--- config.mk ---
export PLATFORM = sky130hd
export DESIGN_NAME = multi_control
export DESIGN_NICKNAME = d
export VERILOG_FILES = /design/src/rtl/multi_control.sv
export SDC_FILE = /design/constraint.sdc
export NUM_CORES = 1
export LEC_CHECK = 0
export ABC_AREA = 1
export CORE_ASPECT_RATIO = 1.25
export CORE_MARGIN = 2
export CORE_UTILIZATION = 45
export DETAILED_ROUTE_END_ITERATION = 8
export PLACE_DENSITY_LB_ADDON = 0.15
export SKIP_LAST_GASP = 1
export SYNTH_ARGS = -nofsm -noshare
export SYNTH_HDL_FRONTEND = slang
export SYNTH_SLANG_ARGS = --single-unit
--- constraint.sdc ---
create_clock -name CLK -period 2.2 [get_ports CLK]
set_input_delay 0.22 -clock CLK [delete_from_list [all_inputs] [get_ports CLK]]
set_output_delay 0.22 -clock CLK [all_outputs]
set_load 0.005 [all_outputs]
--- src/rtl/multi_control.sv ---
// Multicycle RV32I main control: a Moore FSM that walks each instruction through
// FETCH, DECODE, EXEC, MEM and WB, with a memory wait counter and an illegal-opcode trap.
module multi_control #(
   parameter int MEM_LATENCY   = 1,
   parameter int MEM_HANDSHAKE = 0,
   parameter int ENABLE_JUMP   = 1
) (
   input  logic       CLK,
   input  logic       RESET,
   input  logic [6:0] Instruction,
   input  logic       mem_ready,
   input  logic       Zero,
   output logic       PCWrite,
   output logic       PCSource,
   output logic       IorD,
   output logic       MemRead,
   output logic       MemWrite,
   output logic       IRWrite,
   output logic       RegWrite,
   output logic [1:0] MemtoReg,
   output logic [1:0] ALUSrcA,
   output logic [1:0] ALUSrcB,
   output logic [2:0] ALUOp,
   output logic [1:0] AuipcLui,
   output logic       Branch,
   output logic       Illegal,
   output logic       InstrDone
);

   localparam int CW = $clog2(MEM_LATENCY) + 1;

   localparam logic [6:0] OP_R      = 7'b0110011;
   localparam logic [6:0] OP_I      = 7'b0010011;
   localparam logic [6:0] OP_LOAD   = 7'b0000011;
   localparam logic [6:0] OP_STORE  = 7'b0100011;
   localparam logic [6:0] OP_BRANCH = 7'b1100011;
   localparam logic [6:0] OP_AUIPC  = 7'b0010111;
   localparam logic [6:0] OP_LUI    = 7'b0110111;
   localparam logic [6:0] OP_JAL    = 7'b1101111;
   localparam logic [6:0] OP_JALR   = 7'b1100111;

   typedef enum logic [2:0] {IDLE, FETCH, DECODE, EXEC, MEM, WB, TRAP} state_t;

   state_t        state;
   state_t        nextState;
   logic [6:0]    opcode;
   logic [CW-1:0] cnt;
   logic          done;
   logic          legal;

   assign done = (MEM_HANDSHAKE != 0) ? mem_ready : (cnt == CW'(MEM_LATENCY - 1));

   // Opcode recognition in DECODE; jumps are only legal when built in.
   always_comb begin
      legal = 1'b0;
      case (Instruction)
         OP_R, OP_I, OP_LOAD, OP_STORE, OP_BRANCH, OP_AUIPC, OP_LUI: legal = 1'b1;
         OP_JAL, OP_JALR: legal = (ENABLE_JUMP != 0);
         default: legal = 1'b0;
      endcase
   end

   always_ff @(posedge CLK or posedge RESET) begin
      if (RESET) state <= IDLE;
      else       state <= nextState;
   end

   // The wait counter restarts whenever the FSM changes state, so each access starts at zero.
   always_ff @(posedge CLK or posedge RESET) begin
      if (RESET) begin
         opcode <= '0;
         cnt    <= '0;
      end else begin
         if (state == DECODE) opcode <= Instruction;
         if (nextState != state)                   cnt <= '0;
         else if (state == FETCH || state == MEM)  cnt <= cnt + 1'b1;
      end
   end

   always_comb begin
      nextState = state;
      PCWrite   = 1'b0;
      PCSource  = 1'b0;
      IorD      = 1'b0;
      MemRead   = 1'b0;
      MemWrite  = 1'b0;
      IRWrite   = 1'b0;
      RegWrite  = 1'b0;
      MemtoReg  = 2'b00;
      ALUSrcA   = 2'b10;
      ALUSrcB   = 2'b00;
      ALUOp     = 3'b000;
      AuipcLui  = 2'b10;
      Branch    = 1'b0;
      Illegal   = 1'b0;
      InstrDone = 1'b0;
      case (state)
         IDLE: nextState = FETCH;
         FETCH: begin
            MemRead = 1'b1;
            ALUSrcA = 2'b00;
            ALUSrcB = 2'b01;
            ALUOp   = 3'b011;
            if (done) begin
               IRWrite   = 1'b1;
               PCWrite   = 1'b1;
               nextState = DECODE;
            end
         end
         DECODE: begin
            ALUSrcA   = 2'b01;
            ALUSrcB   = 2'b10;
            ALUOp     = 3'b011;
            nextState = legal ? EXEC : TRAP;
         end
         EXEC: begin
            nextState = WB;
            case (opcode)
               OP_R: ALUOp = 3'b000;
               OP_I: begin
                  ALUSrcB = 2'b10;
                  ALUOp   = 3'b001;
               end
               OP_LOAD, OP_STORE: begin
                  ALUSrcB   = 2'b10;
                  ALUOp     = 3'b011;
                  nextState = MEM;
               end
               OP_BRANCH: begin
                  ALUOp     = 3'b010;
                  Branch    = 1'b1;
                  PCWrite   = Zero;
                  PCSource  = 1'b1;
                  InstrDone = 1'b1;
                  nextState = FETCH;
               end
               OP_AUIPC: begin
                  ALUSrcA  = 2'b01;
                  ALUSrcB  = 2'b10;
                  ALUOp    = 3'b100;
                  AuipcLui = 2'b00;
               end
               OP_LUI: begin
                  ALUSrcB  = 2'b10;
                  ALUOp    = 3'b100;
                  AuipcLui = 2'b01;
               end
               // The PC already holds oldPC+4, which is the link value written to rd.
               OP_JAL: begin
                  PCWrite   = 1'b1;
                  PCSource  = 1'b1;
                  RegWrite  = 1'b1;
                  MemtoReg  = 2'b10;
                  InstrDone = 1'b1;
                  nextState = FETCH;
               end
               OP_JALR: begin
                  ALUSrcB   = 2'b10;
                  ALUOp     = 3'b011;
                  PCWrite   = 1'b1;
                  RegWrite  = 1'b1;
                  MemtoReg  = 2'b10;
                  InstrDone = 1'b1;
                  nextState = FETCH;
               end
               default: nextState = FETCH;
            endcase
         end
         MEM: begin
            IorD = 1'b1;
            if (opcode == OP_STORE) MemWrite = 1'b1;
            else                    MemRead  = 1'b1;
            if (done) begin
               if (opcode == OP_STORE) begin
                  InstrDone = 1'b1;
                  nextState = FETCH;
               end else begin
                  nextState = WB;
               end
            end
         end
         WB: begin
            RegWrite  = 1'b1;
            MemtoReg  = (opcode == OP_LOAD) ? 2'b01 : 2'b00;
            InstrDone = 1'b1;
            nextState = FETCH;
         end
         TRAP: Illegal = 1'b1;
         default: nextState = IDLE;
      endcase
   end

endmodule

==> summary.txt <==
Critical path
  • Type of destination of the critical path: output port
  • Worst Setup Path Type: flip-flop to output port
  • Worst setup SP type: flip-flop
  • Max Fanout on Critical Path: 6
  • Critical path required time: between 1.5 and 2 ns
  • Arrival time of the worst setup path: around 1.9 ns

Global routing
  • Vias in the first global route: approximately 830
  • Largest net degree at the start of global routing: 14
  • GR Overflow Total: 0
  • Antenna violations before repair: 0
  • First-pass GRT wire length: around 3.2 mm
  • GRT Util Overall: 19.5%

Status
  • Status: completed

Timing
  • Skew final: ~0.0040 ns
  • Hold_ws: 0.241 ns
  • Worst-Margin Slew: between 0.4 and 0.5 ns
  • Period utilisation layout: between 90% and 100%
  • Fin. Hold Viols: 0
  • Final slew viol count: 0
  • Tmin final: 2.11 ns
  • Finish-stage setup viols: 0
  • Max Freq: 474 MHz
  • Relative slew margins: 72.9%
  • RSZ-0062 raised after global routing: true

Routing
  • DRC: 0
  • Wire per inst: between 10 and 15 µm
  • Initial DRC Count: 31
  • DR pass1 iterations: 4
  • Detail Route Antenna Nets: 0
  • Via/cell ratio: around 5.1
  • Total Wirelength: between 2 and 2.5 mm
  • Vias: about 960

Pwr
  • Peak VDD IR: approximately 0.00062 V
  • P_leak: 0.695 nW
  • Switching portion of total power: approximately 45%
  • Reg power frac: a little over a quarter
  • Clk pwr share: a little under a tenth
  • Total Power: around 0.0014 W
  • Logic pwr share: 63.3%
  • Pwr Density: roughly 1100 nW/µm²
  • P_sw: around 0.00063 W
  • Internal Power: 0.000778 W

Floorplanning
  • Std-Cell Rows: 17
  • Die area: between 2000 and 2500 µm²
  • Die H: 51.5 µm
  • I/O pin count: 32
  • Initial Utilization: about 47%
  • Die X: 42.0 µm
  • Core Region: 1720 µm²

Synthesis
  • Post-synthesis cell type count: 18
  • Mapped Area: 811 µm²
  • Sequential fraction of the synthesis area: about 34%
  • Yosys Warn Count: 0
  • Avg Inst Size Synth: 6.24 µm²
  • Net Count, Synth: approximately 140
  • Yosys reg bits: 11
  • Post-Syn Instances: 130

Final layout
  • Layout net count: roughly 180
  • Finished Layout Cells: 188
  • Fin util: 72.3%
  • # diodes: 0
  • Layout cells sized above 1: around 18%
  • Fin area: 1250 µm²
  • Area growth syn-to-layout: 53.7%

Place
  • Port buffer count: 30
  • Post-Place Cell Area: between 1000 and 1500 µm²
  • RD Place Congestion: between 0.8 and 0.9
  • Placed wire-length estimate: 1.65 mm
  • Placed cells: about 180

Clocking
  • Total clock sinks: 11
  • H-Tree Depth: 1
  • CTS tree: done
  • CTS Buf Count: 3
  • Longest Clk Path Bufs: 2
  • Clock Latency Late Sink: 0.27 ns
  • Worst-path clk slew: around 0.07 ns
  • Clock root cell: clkbuf_4

Worst hold path
  • Min-Delay Path Class: primary input to asynchronous set/reset pin

Job
  • Maxcap violations: 0
-- timing repair --
action	CTS	global route
endpoints found under the setup margin	3	10
pin swaps	1	5
buffers inserted	0	5
hold buffers	0	0
gates resized for setup	2	15
-- power groups by stage --
stage / Sequential, W / Combinational [W] / Clock (W)
global placement: 0.000373 / 0.000806 / 0
global route: 0.000396 / 0.000978 / 0.000150
floorplan: 0.000363 / 0.000482 / 0
CTS: 0.000376 / 0.000839 / 0.000136
detailed placement: 0.000379 / 0.000830 / 0
finish: 0.000383 / 0.000891 / 0.000134
-- cells in the mapped netlist, drive strengths merged --
| cell | count | area [µm²] |
|---|---|---|
| nand4 | 4 | 25.0 |
| inv | 25 | 93.8 |
| nand2 | 44 | 168 |
| o2111ai | 1 | 8.76 |
| o21ai | 10 | 50.0 |
| o21bai | 1 | 7.51 |
| a21oi | 3 | 15.0 |
| dfrtp | 11 | 275 |
| nor2 | 15 | 71.3 |
| nand3 | 12 | 60.1 |
| nor3 | 3 | 31.3 |
| buf | 1 | 5.00 |
-- worst max-delay path: stages, from the launching register on --
cell,delay (ns)
dfrtp_2,0.44
inv_1,0.06
nand2_1,0.07
nor2_4,0.20
nand2_2,0.12
nor2_4,0.12
nand2_1,0.05
nand3_1,0.06
clkdlybuf4s50_1,0.50
-- logic make-up (layout without fill, tap and decap cells) --
group / after synthesis / in the layout / synth area share, %
AOI/OAI and AO/OA: 15 / 15 / 10.0
DFF: 11 / 11 / 34.0
buffers and inverters: 26 / 65 / 12.2
and+or+nand+nor: 78 / 78 / 43.8
-- final timing paths --
| check | startpoint | to | slack (ns) | depth (start not counted) |
|---|---|---|---|---|
| min in group CLK | state[0]$_DFF_PP0_ | state[1]$_DFF_PP0_ | 0.49 | 1 |
| worst max register to register | state[2]$_DFF_PP0_ | state[0]$_DFF_PP0_ | 0.88 | 6 |
| max in group asynchronous | RESET | opcode[2]$_DFFE_PP0P_ | 1.65 | 2 |
| worst min register to register | state[0]$_DFF_PP0_ | state[1]$_DFF_PP0_ | 0.49 | 1 |
| worst max-delay path | opcode[2]$_DFFE_PP0P_ | PCWrite | 0.09 | 8 |
| worst min-delay path | RESET | opcode[1]$_DFFE_PP0P_ | 0.24 | 2 |
-- layout by cell type, fill, tap and decap left out, drive strengths merged --
cell type	count
a21oi	3
buf	6
clkbuf	3
clkdlybuf4s50	26
clkinv	1
dfrtp	11
dlymetal6s2s	4
inv	25
nand2	44
nand3	12
nand4	4
nor2	15
nor3	3
o2111ai	1
o21ai	10
o21bai	1
-- through the flow --
| step | setup TNS [ns] | setup slack, ns |
|---|---|---|
| 6_report | 0 | 0.0909 |
| 3_5_place_dp | 0 | 0.284 |
| 4_1_cts | -0.00644 | -0.00644 |
| 5_1_grt | -0.0324 | -0.0324 |
| 2_1_floorplan | 0 | 0.877 |
| 3_3_place_gp | 0 | 0.308 |
-- routing by layer --
layer | part of all wire (%) | GRT usage, %
met5 | 0 | 0
met4 | 2.4 | 11.8
met3 | 5.1 | 2.12
met2 | 54 | 37.8
met1 | 38 | 19.6
-- sequential cells by signal, summed over array words and instances (netlist names) --
register,cells
opcode,7
state,3
cnt,1
-- layout make-up --
class | instances | area (µm²)
inverter | 25 | 93.8
clock inverter | 1 | 5.00
timing repair buffer | 36 | 355
multi-input combinational | 93 | 468
fill | 147 | 477
sequential | 11 | 278
clock buffer | 3 | 22.5
tap | 19 | 23.8
Note: power is estimated with default switching activity, not from simulation.
